`config.mk`:
```
export PLATFORM = sky130hd
export DESIGN_NAME = level_regen_flat
export DESIGN_NICKNAME = d
export VERILOG_FILES = /design/src/rtl/level_regen_if.sv /design/src/rtl/level_regen.sv /design/src/flat_wrapper.sv
export SDC_FILE = /design/constraint.sdc
export NUM_CORES = 1
export LEC_CHECK = 0
export CAP_MARGIN = 25
export CORE_MARGIN = 3
export CORE_UTILIZATION = 32
export CTS_BUF_LIST = sky130_fd_sc_hd__clkbuf_4 sky130_fd_sc_hd__clkbuf_8 sky130_fd_sc_hd__clkbuf_16
export CTS_CLUSTER_SIZE = 20
export DETAILED_ROUTE_END_ITERATION = 12
export PLACE_DENSITY = 0.52
export RECOVER_POWER = 50
export SETUP_SLACK_MARGIN = 0.1
export SYNTH_ARGS = -nofsm -noshare
export SYNTH_HDL_FRONTEND = slang
export SYNTH_SLANG_ARGS = --single-unit
```
`constraint.sdc`:
```
create_clock -name clk -period 3.7 [get_ports clk]
set_input_delay 0.74 -clock clk [delete_from_list [all_inputs] [get_ports clk]]
set_output_delay 0.74 -clock clk [all_outputs]
set_load 0.02 [all_outputs]
```
`src/rtl/level_regen_if.sv`:
```
// Request/level bundle between an edge-event source and the level regenerator.
// Latency: none; plain wires grouped for port hookup.
// Backpressure: none; busy_o and drop_o report rejected requests instead of stalling.
interface level_regen_if;
  logic rise_i;
  logic fall_i;
  logic level_o;
  logic rise_o;
  logic fall_o;
  logic busy_o;
  logic drop_o;
  logic err_o;

  // Requester side: drives rise/fall pulses and observes the rebuilt level and flags.
  modport master (
    output rise_i, fall_i,
    input  level_o, rise_o, fall_o, busy_o, drop_o, err_o
  );

  // Regenerator side.
  modport slave (
    input  rise_i, fall_i,
    output level_o, rise_o, fall_o, busy_o, drop_o, err_o
  );
endinterface

```
`src/rtl/level_regen.sv`:
```
// Rebuilds a registered level from rise/fall pulses, enforcing min high/low times.
// Latency: accepted request shows on level_o/rise_o/fall_o one cycle later.
// Backpressure: requests inside a hold window are dropped (drop_o) or, with
// LEVEL_REGEN_PEND_EN defined, held in a one-deep pending slot.
module level_regen #(
  parameter int MIN_HIGH = 4,
  parameter int MIN_LOW  = 3,
  parameter int CNT_W    = 8
) (
  input  logic         clk,
  input  logic         reset,
  level_regen_if.slave bus
);

  typedef enum logic [1:0] {
    LOW_IDLE  = 2'd0,
    HIGH_HOLD = 2'd1,
    HIGH_IDLE = 2'd2,
    LOW_HOLD  = 2'd3
  } state_t;

  // Counter reload values: the hold state itself counts as one cycle of the level.
  localparam logic [CNT_W-1:0] HI_LOAD = CNT_W'(MIN_HIGH - 1);
  localparam logic [CNT_W-1:0] LO_LOAD = CNT_W'(MIN_LOW - 1);

  state_t           state_q, state_d;
  logic [CNT_W-1:0] cnt_q, cnt_d;
  logic             level_q, level_d;
  logic             rise_q, rise_d;
  logic             fall_q, fall_d;
  logic             drop_q, drop_d;
  logic             err_q, err_d;
  logic             busy;
  logic             both_req, opp_req, same_req, pend_apply, take;
`ifdef LEVEL_REGEN_PEND_EN
  logic             pend_q, pend_d;
`endif

  // Hold window: in a hold state with cycles still left to count.
  always_comb begin
    busy = ((state_q == HIGH_HOLD) || (state_q == LOW_HOLD)) && (cnt_q != '0);
  end

  // Classify requests against the current level and compute next state.
  always_comb begin
    both_req = bus.rise_i & bus.fall_i;
    opp_req  = !both_req && (level_q ? bus.fall_i : bus.rise_i);
    same_req = !both_req && (level_q ? bus.rise_i : bus.fall_i);
`ifdef LEVEL_REGEN_PEND_EN
    // A stored request fires at the end of the hold unless cancelled or
    // frozen by a simultaneous pair this cycle.
    pend_apply = pend_q && !same_req && !both_req;
    pend_d     = pend_q;
`else
    pend_apply = 1'b0;
`endif
    state_d = state_q;
    cnt_d   = cnt_q;
    level_d = level_q;
    rise_d  = 1'b0;
    fall_d  = 1'b0;
    drop_d  = 1'b0;
    err_d   = both_req;
    take    = 1'b0;

    if (busy) begin
      cnt_d = cnt_q - 1'b1;
`ifdef LEVEL_REGEN_PEND_EN
      if (opp_req) begin
        pend_d = 1'b1;
      end else if (same_req) begin
        pend_d = 1'b0;
      end
`else
      drop_d = opp_req;
`endif
    end else begin
      take = opp_req || pend_apply;
      if (take) begin
`ifdef LEVEL_REGEN_PEND_EN
        pend_d = 1'b0;
`endif
        if (level_q) begin
          state_d = LOW_HOLD;
          cnt_d   = LO_LOAD;
          level_d = 1'b0;
          fall_d  = 1'b1;
        end else begin
          state_d = HIGH_HOLD;
          cnt_d   = HI_LOAD;
          level_d = 1'b1;
          rise_d  = 1'b1;
        end
      end else if (!both_req) begin
`ifdef LEVEL_REGEN_PEND_EN
        pend_d = 1'b0;
`endif
        // Hold expired with nothing to do: settle into the idle state.
        if (state_q == HIGH_HOLD) begin
          state_d = HIGH_IDLE;
        end else if (state_q == LOW_HOLD) begin
          state_d = LOW_IDLE;
        end
      end
    end
  end

  // State and registered outputs; reset wins over any request in the same cycle.
  always_ff @(posedge clk) begin
    if (reset) begin
      state_q <= LOW_IDLE;
      cnt_q   <= '0;
      level_q <= 1'b0;
      rise_q  <= 1'b0;
      fall_q  <= 1'b0;
      drop_q  <= 1'b0;
      err_q   <= 1'b0;
`ifdef LEVEL_REGEN_PEND_EN
      pend_q  <= 1'b0;
`endif
    end else begin
      state_q <= state_d;
      cnt_q   <= cnt_d;
      level_q <= level_d;
      rise_q  <= rise_d;
      fall_q  <= fall_d;
      drop_q  <= drop_d;
      err_q   <= err_d;
`ifdef LEVEL_REGEN_PEND_EN
      pend_q  <= pend_d;
`endif
    end
  end

  assign bus.level_o = level_q;
  assign bus.rise_o  = rise_q;
  assign bus.fall_o  = fall_q;
  assign bus.busy_o  = busy;
  assign bus.drop_o  = drop_q;
  assign bus.err_o   = err_q;

endmodule

```
`src/flat_wrapper.sv`:
```
// flat-port wrapper written by rule: the top's interface ports become plain ports
module level_regen_flat 
#(
  parameter int MIN_HIGH = 4,
  parameter int MIN_LOW  = 3,
  parameter int CNT_W    = 8
)
  (clk, reset, bus_rise_i, bus_fall_i, bus_level_o, bus_rise_o, bus_fall_o, bus_busy_o, bus_drop_o, bus_err_o);
  level_regen_if bus_i ();
  input  logic clk;
  input  logic reset;
  input wire logic [$bits(bus_i.rise_i)-1:0] bus_rise_i;
  input wire logic [$bits(bus_i.fall_i)-1:0] bus_fall_i;
  output wire logic [$bits(bus_i.level_o)-1:0] bus_level_o;
  output wire logic [$bits(bus_i.rise_o)-1:0] bus_rise_o;
  output wire logic [$bits(bus_i.fall_o)-1:0] bus_fall_o;
  output wire logic [$bits(bus_i.busy_o)-1:0] bus_busy_o;
  output wire logic [$bits(bus_i.drop_o)-1:0] bus_drop_o;
  output wire logic [$bits(bus_i.err_o)-1:0] bus_err_o;
  assign bus_i.rise_i = bus_rise_i;
  assign bus_i.fall_i = bus_fall_i;
  assign bus_level_o = bus_i.level_o;
  assign bus_rise_o = bus_i.rise_o;
  assign bus_fall_o = bus_i.fall_o;
  assign bus_busy_o = bus_i.busy_o;
  assign bus_drop_o = bus_i.drop_o;
  assign bus_err_o = bus_i.err_o;
  level_regen #(.MIN_HIGH(MIN_HIGH), .MIN_LOW(MIN_LOW), .CNT_W(CNT_W)) u_core (.clk(clk), .reset(reset), .bus(bus_i));
endmodule
```
Yosys cells after proc, flatten, opt, wreduce, memory -nomap -nowiden:

Index checks and enable logic that the tools add are counted.

* register bits after elaboration: 15

* $add $sub $neg: 1
* equal/unequal tests: 3
* mux-type cells: 11
* bitwise gates (word level): 3
* reduce and logical (&&, ||, !) cells: 11

Operator list (count)
* 2-to-1 mux 8 bit: 2
* 2-to-1 mux 2 bit: 5
* nonzero test 8 bit: 1
* subtractor 8 x 1 -> 8 bit (second input constant): 1
* 2-to-1 mux 1 bit: 4
* AND reduction 3 bit: 1
* nonzero test 3 bit: 1
* OR reduction 3 bit: 1
* == test 2 x 1 -> 1 bit (second input constant): 1
* == test 2 bit (second input constant): 1
* logical AND 1 bit: 2
* != test 2 bit (second input constant): 1
* inverter 1 bit: 2
* AND reduction 2 bit: 1
* nonzero test 2 bit: 1
* OR reduction 2 bit: 1
* bitwise AND 1 bit: 1
* zero test 1 bit: 1
* logical OR 1 bit: 1

Depth between registers and ports, before layout:

* word-level depth: 5
* gate-level depth with buffers: 7
* mapped depth without buffers: 6

Worst setup path before layout:

Ideal clock, no wire load.

* path kind: register to output
* from: reg u_core.cnt_q[0]
* to: out bus_busy_o
* data arrival time: 1.407 ns
* path slack: 1.553 ns
* cell stages (with the launch flop): 6
* path buffers: 1
* path through: dfxtp_1 -> inv_1 -> ha_1 -> nor4b_1 -> a21boi_0 -> clkbuf_1

* longest elaborated chain between the ends: 2

RTL lines
* start, declared: line level_regen.sv:27 `logic [CNT_W-1:0] cnt_q, cnt_d;`
* start signal, assigned: line level_regen.sv:123 `cnt_q <= cnt_d;`
* nonzero test 8 bit: line level_regen.sv:41 `busy = ((state_q == HIGH_HOLD) || (state_q == LOW_HOLD)) && (cnt_q != '0);`
* logical AND 1 bit: line level_regen.sv:41
* end, declared: line flat_wrapper.sv:17 `output wire logic [$bits(bus_i.busy_o)-1:0] bus_busy_o;`

Every way passes these cells.

Worst setup path in the final report:

Ends and elaborated chain as after synthesis.

==> results.py <==
metrics = {
    "die": {
        "io_pins": 10,
        "core_region_area_um2": 2020,
        "start_util": 0.350,
        "dieHeight_um": 53.0,
        "die_x_um": 53.0,
        "dieArea_um2": 2810,
        "row_count": 16,
    },
    "critical_path": {
        "required_ns": 2.96,
        "worstPathArrival_ns": 2.39,
        "cp_max_fo": 9,
        "slowest_stage": "clkdlybuf4s50_1",
        "cp-end-kind": "output pin",
        "crit_type": "reg -> out",
        "critPathLaunchType": "register",
        "reg2reg_depth": 5,
        "crit_chain": "inv_1, ha_1, nor4b_1, a21boi_0, clkbuf_1, clkdlybuf4s50_1",
        "cpPeakStageDelay_ns": 0.69,
    },
    "timing": {
        "finalSetupTns_ns": 0,
        "setup_viol": 0,
        "timing.final.crit_share": 0.847,
        "fin_worst_skew_ns": 0.00218,
        "worst_pin_slew_ns": 0.628,
        "hold_viol_final": 0,
        "period_needed_ns": 3.13,
        "fmax_mhz": 319,
        "drv_slew": 0,
        "maxSlewHeadroom": 0.575,
        "rsz0062_at_grt": "no",
    },
    "final_layout": {
        "diodes": 0,
        "multi_input_comb_area_um2": 378,
        "area_growth_pct": 18.7,
        "layout.nets": 95,
        "final_area_um2": 841,
        "final_util": 0.416,
        "regArea_um2": 280,
        "drive_gt1_frac": 0.0909,
        "fillers": 209,
    },
    "power": {
        "power_density_nw_per_um2": 440,
        "leakagePower_nw": 0.296,
        "intPower_mw": 0.262,
        "switching_share": 0.291,
        "ir_drop_mv": 0.266,
        "seqPwrFrac": 0.471,
        "clockPowerShare": 0.291,
        "power_frac_comb": 0.238,
        "p_switching_mw": 0.108,
    },
    "yosys": {
        "netlist_instances": 79,
        "ys_seq_elements": 14,
        "syn_avg_cell_area_um2": 8.96,
        "ys_types": 38,
        "syn_nets": 85,
        "ys.warnings.count": 0,
        "synth-async-reset-ratio": 0,
        "seq_area_frac_synth": 0.396,
        "synth_edf_count": 0,
        "synth_flop_cell": "dfxtp_1",
        "synth_area_um2": 708,
    },
    "global_route": {
        "grt_pass1_wl_um": 2410,
        "grt_usage": 0.118,
        "grt_max_degree": 16,
        "antenna_found_initial": 0,
        "grt.overflow.total": 0,
        "grt_pass1_vias": 533,
    },
    "routing": {
        "drc": 0,
        "wirelength_um": 1390,
        "dr.pass1.iters": 4,
        "drtIter0Drc": 9,
        "viasPerCell": 5.10,
        "vias": 586,
        "routedWlPerCell_um": 12.1,
        "ant_nets": 0,
    },
    "job": {
        "maxCapViolCount": 0,
    },
    "clocking": {
        "cts_tree": "built",
        "h-tree-depth": 1,
        "cts_buffers": 3,
        "cts.repair.resized": 0,
        "holdBufCountCts": 0,
        "clock-sinks": 14,
        "clkLatencyLatePin_ns": 0.27,
        "cts_max_path_buffers": 2,
        "postCtsSetupBuffers": 0,
        "cts_root_buf": "clkbuf_4",
        "clkTransAtPathRegs_ns": 0.08,
    },
    "place": {
        "io_buffers": 9,
        "routabilityCongestion": 0.813,
        "place_hpwl_um": 1040,
        "place_area_um2": 808,
    },
    "run_status": {
        "outcome": "finished, final reports clean",
    },
    "min_path": {
        "hold_path_class": "reg -> reg",
        "hold_depth": 2,
    },
}
power by group through the flow:
stage                     combinational, mW  clock [mW]  sequential, mW
after floorplan                      0.0673           0           0.176
after global placement               0.0905           0           0.178
after detailed placement             0.0910           0           0.178
after CTS                            0.0915       0.113           0.174
after global routing                  0.101       0.118           0.177
final                                0.0883       0.108           0.174
layout make-up:
cell class                      count  area share
Sequential cell                    14       0.333
Inverter                            5      0.0223
Clock buffer                        4      0.0432
Timing Repair Buffer               10       0.112
Multi-Input combinational cell     55       0.449
Tap cell                           27      0.0402
cells in the final DEF, fill, tap and decap left out, types with 2 or more instances in the layout:
cell,count
clkdlybuf4s50_1,5
nand2_1,4
o21ai_0,3
inv_1,5
dlygate4sd3_1,4
nor2b_1,2
ha_1,2
nor4b_1,2
a21oi_1,6
clkbuf_4,3
nor3b_1,2
dfxtp_1,14
nand2b_1,3
nor2_1,4
nor3_1,4
stage by stage:
| stage | total power, mW | setup slack [ns] | cells | hold slack [ns] |
|---|---|---|---|---|
| 2_1_floorplan | 0.243 | 1.55 | 79 | 0.470 |
| 3_3_place_gp | 0.268 | 1.17 | 111 | 0.497 |
| 3_5_place_dp | 0.269 | 1.14 | 111 | 0.502 |
| 4_1_cts | 0.379 | 0.813 | 115 | 0.514 |
| 5_1_grt | 0.395 | 0.371 | 115 | 0.554 |
| 6_report | 0.370 | 0.566 | 115 | 0.512 |
flip-flops by register name, summed over array words and instances (netlist names):
name / cells
u_core.bus.drop_o: 1
u_core.bus.err_o: 1
u_core.bus.fall_o: 1
u_core.bus.level_o: 1
u_core.bus.rise_o: 1
u_core.cnt_q: 8
u_core.state_q: 1
Yosys cell counts, types with 2 or more instances:
| cell type | number | area share |
|---|---|---|
| a21oi_1 | 6 | 0.042 |
| inv_1 | 5 | 0.027 |
| nor3b_1 | 2 | 0.021 |
| nand2_1 | 4 | 0.021 |
| ha_1 | 2 | 0.035 |
| nor2b_1 | 2 | 0.018 |
| nand2b_1 | 3 | 0.027 |
| nor4b_1 | 2 | 0.025 |
| dfxtp_1 | 14 | 0.40 |
| mux2_2 | 2 | 0.032 |
| o21ai_0 | 3 | 0.021 |
| nor2_1 | 4 | 0.021 |
| clkbuf_1 | 2 | 0.011 |
| nor3_1 | 4 | 0.028 |
routing by layer:
metal	vias to the layer above	track usage	wire length, um
met3	2	0.0338	33
met5	-	0	0
met2	5	0.169	586
li1	306	-	-
met1	273	0.162	753
met4	0	0.0511	12
worst max-delay path: cells and delay by family, from the launching register on:
family,cells,cell delay [ns]
compound gates,1,0.16
fa+ha+maj,1,0.22
buf+inv,3,1.16
flops,1,0.41
simple gates,1,0.15
worst paths after layout:
kind	start	endpoint	slack, ns
setup reg to reg	u_core.cnt_q[0]	u_core.cnt_q[4]	1.67
setup / recovery	u_core.cnt_q[0]	bus_busy_o	0.57
hold / removal	u_core.cnt_q[7]	u_core.cnt_q[7]	0.51
hold reg to reg	u_core.cnt_q[7]	u_core.cnt_q[7]	0.51
cell families (layout without fill, tap and decap cells):
logic type,after synthesis,after routing,synth area share
buf+inv,10,19,0.0707
mux,3,3,0.0459
flops,14,14,0.396
fa+ha+maj,2,2,0.0353
compound gates,20,20,0.187
simple gates,30,30,0.265
Note: power is estimated with default switching activity, not from simulation.
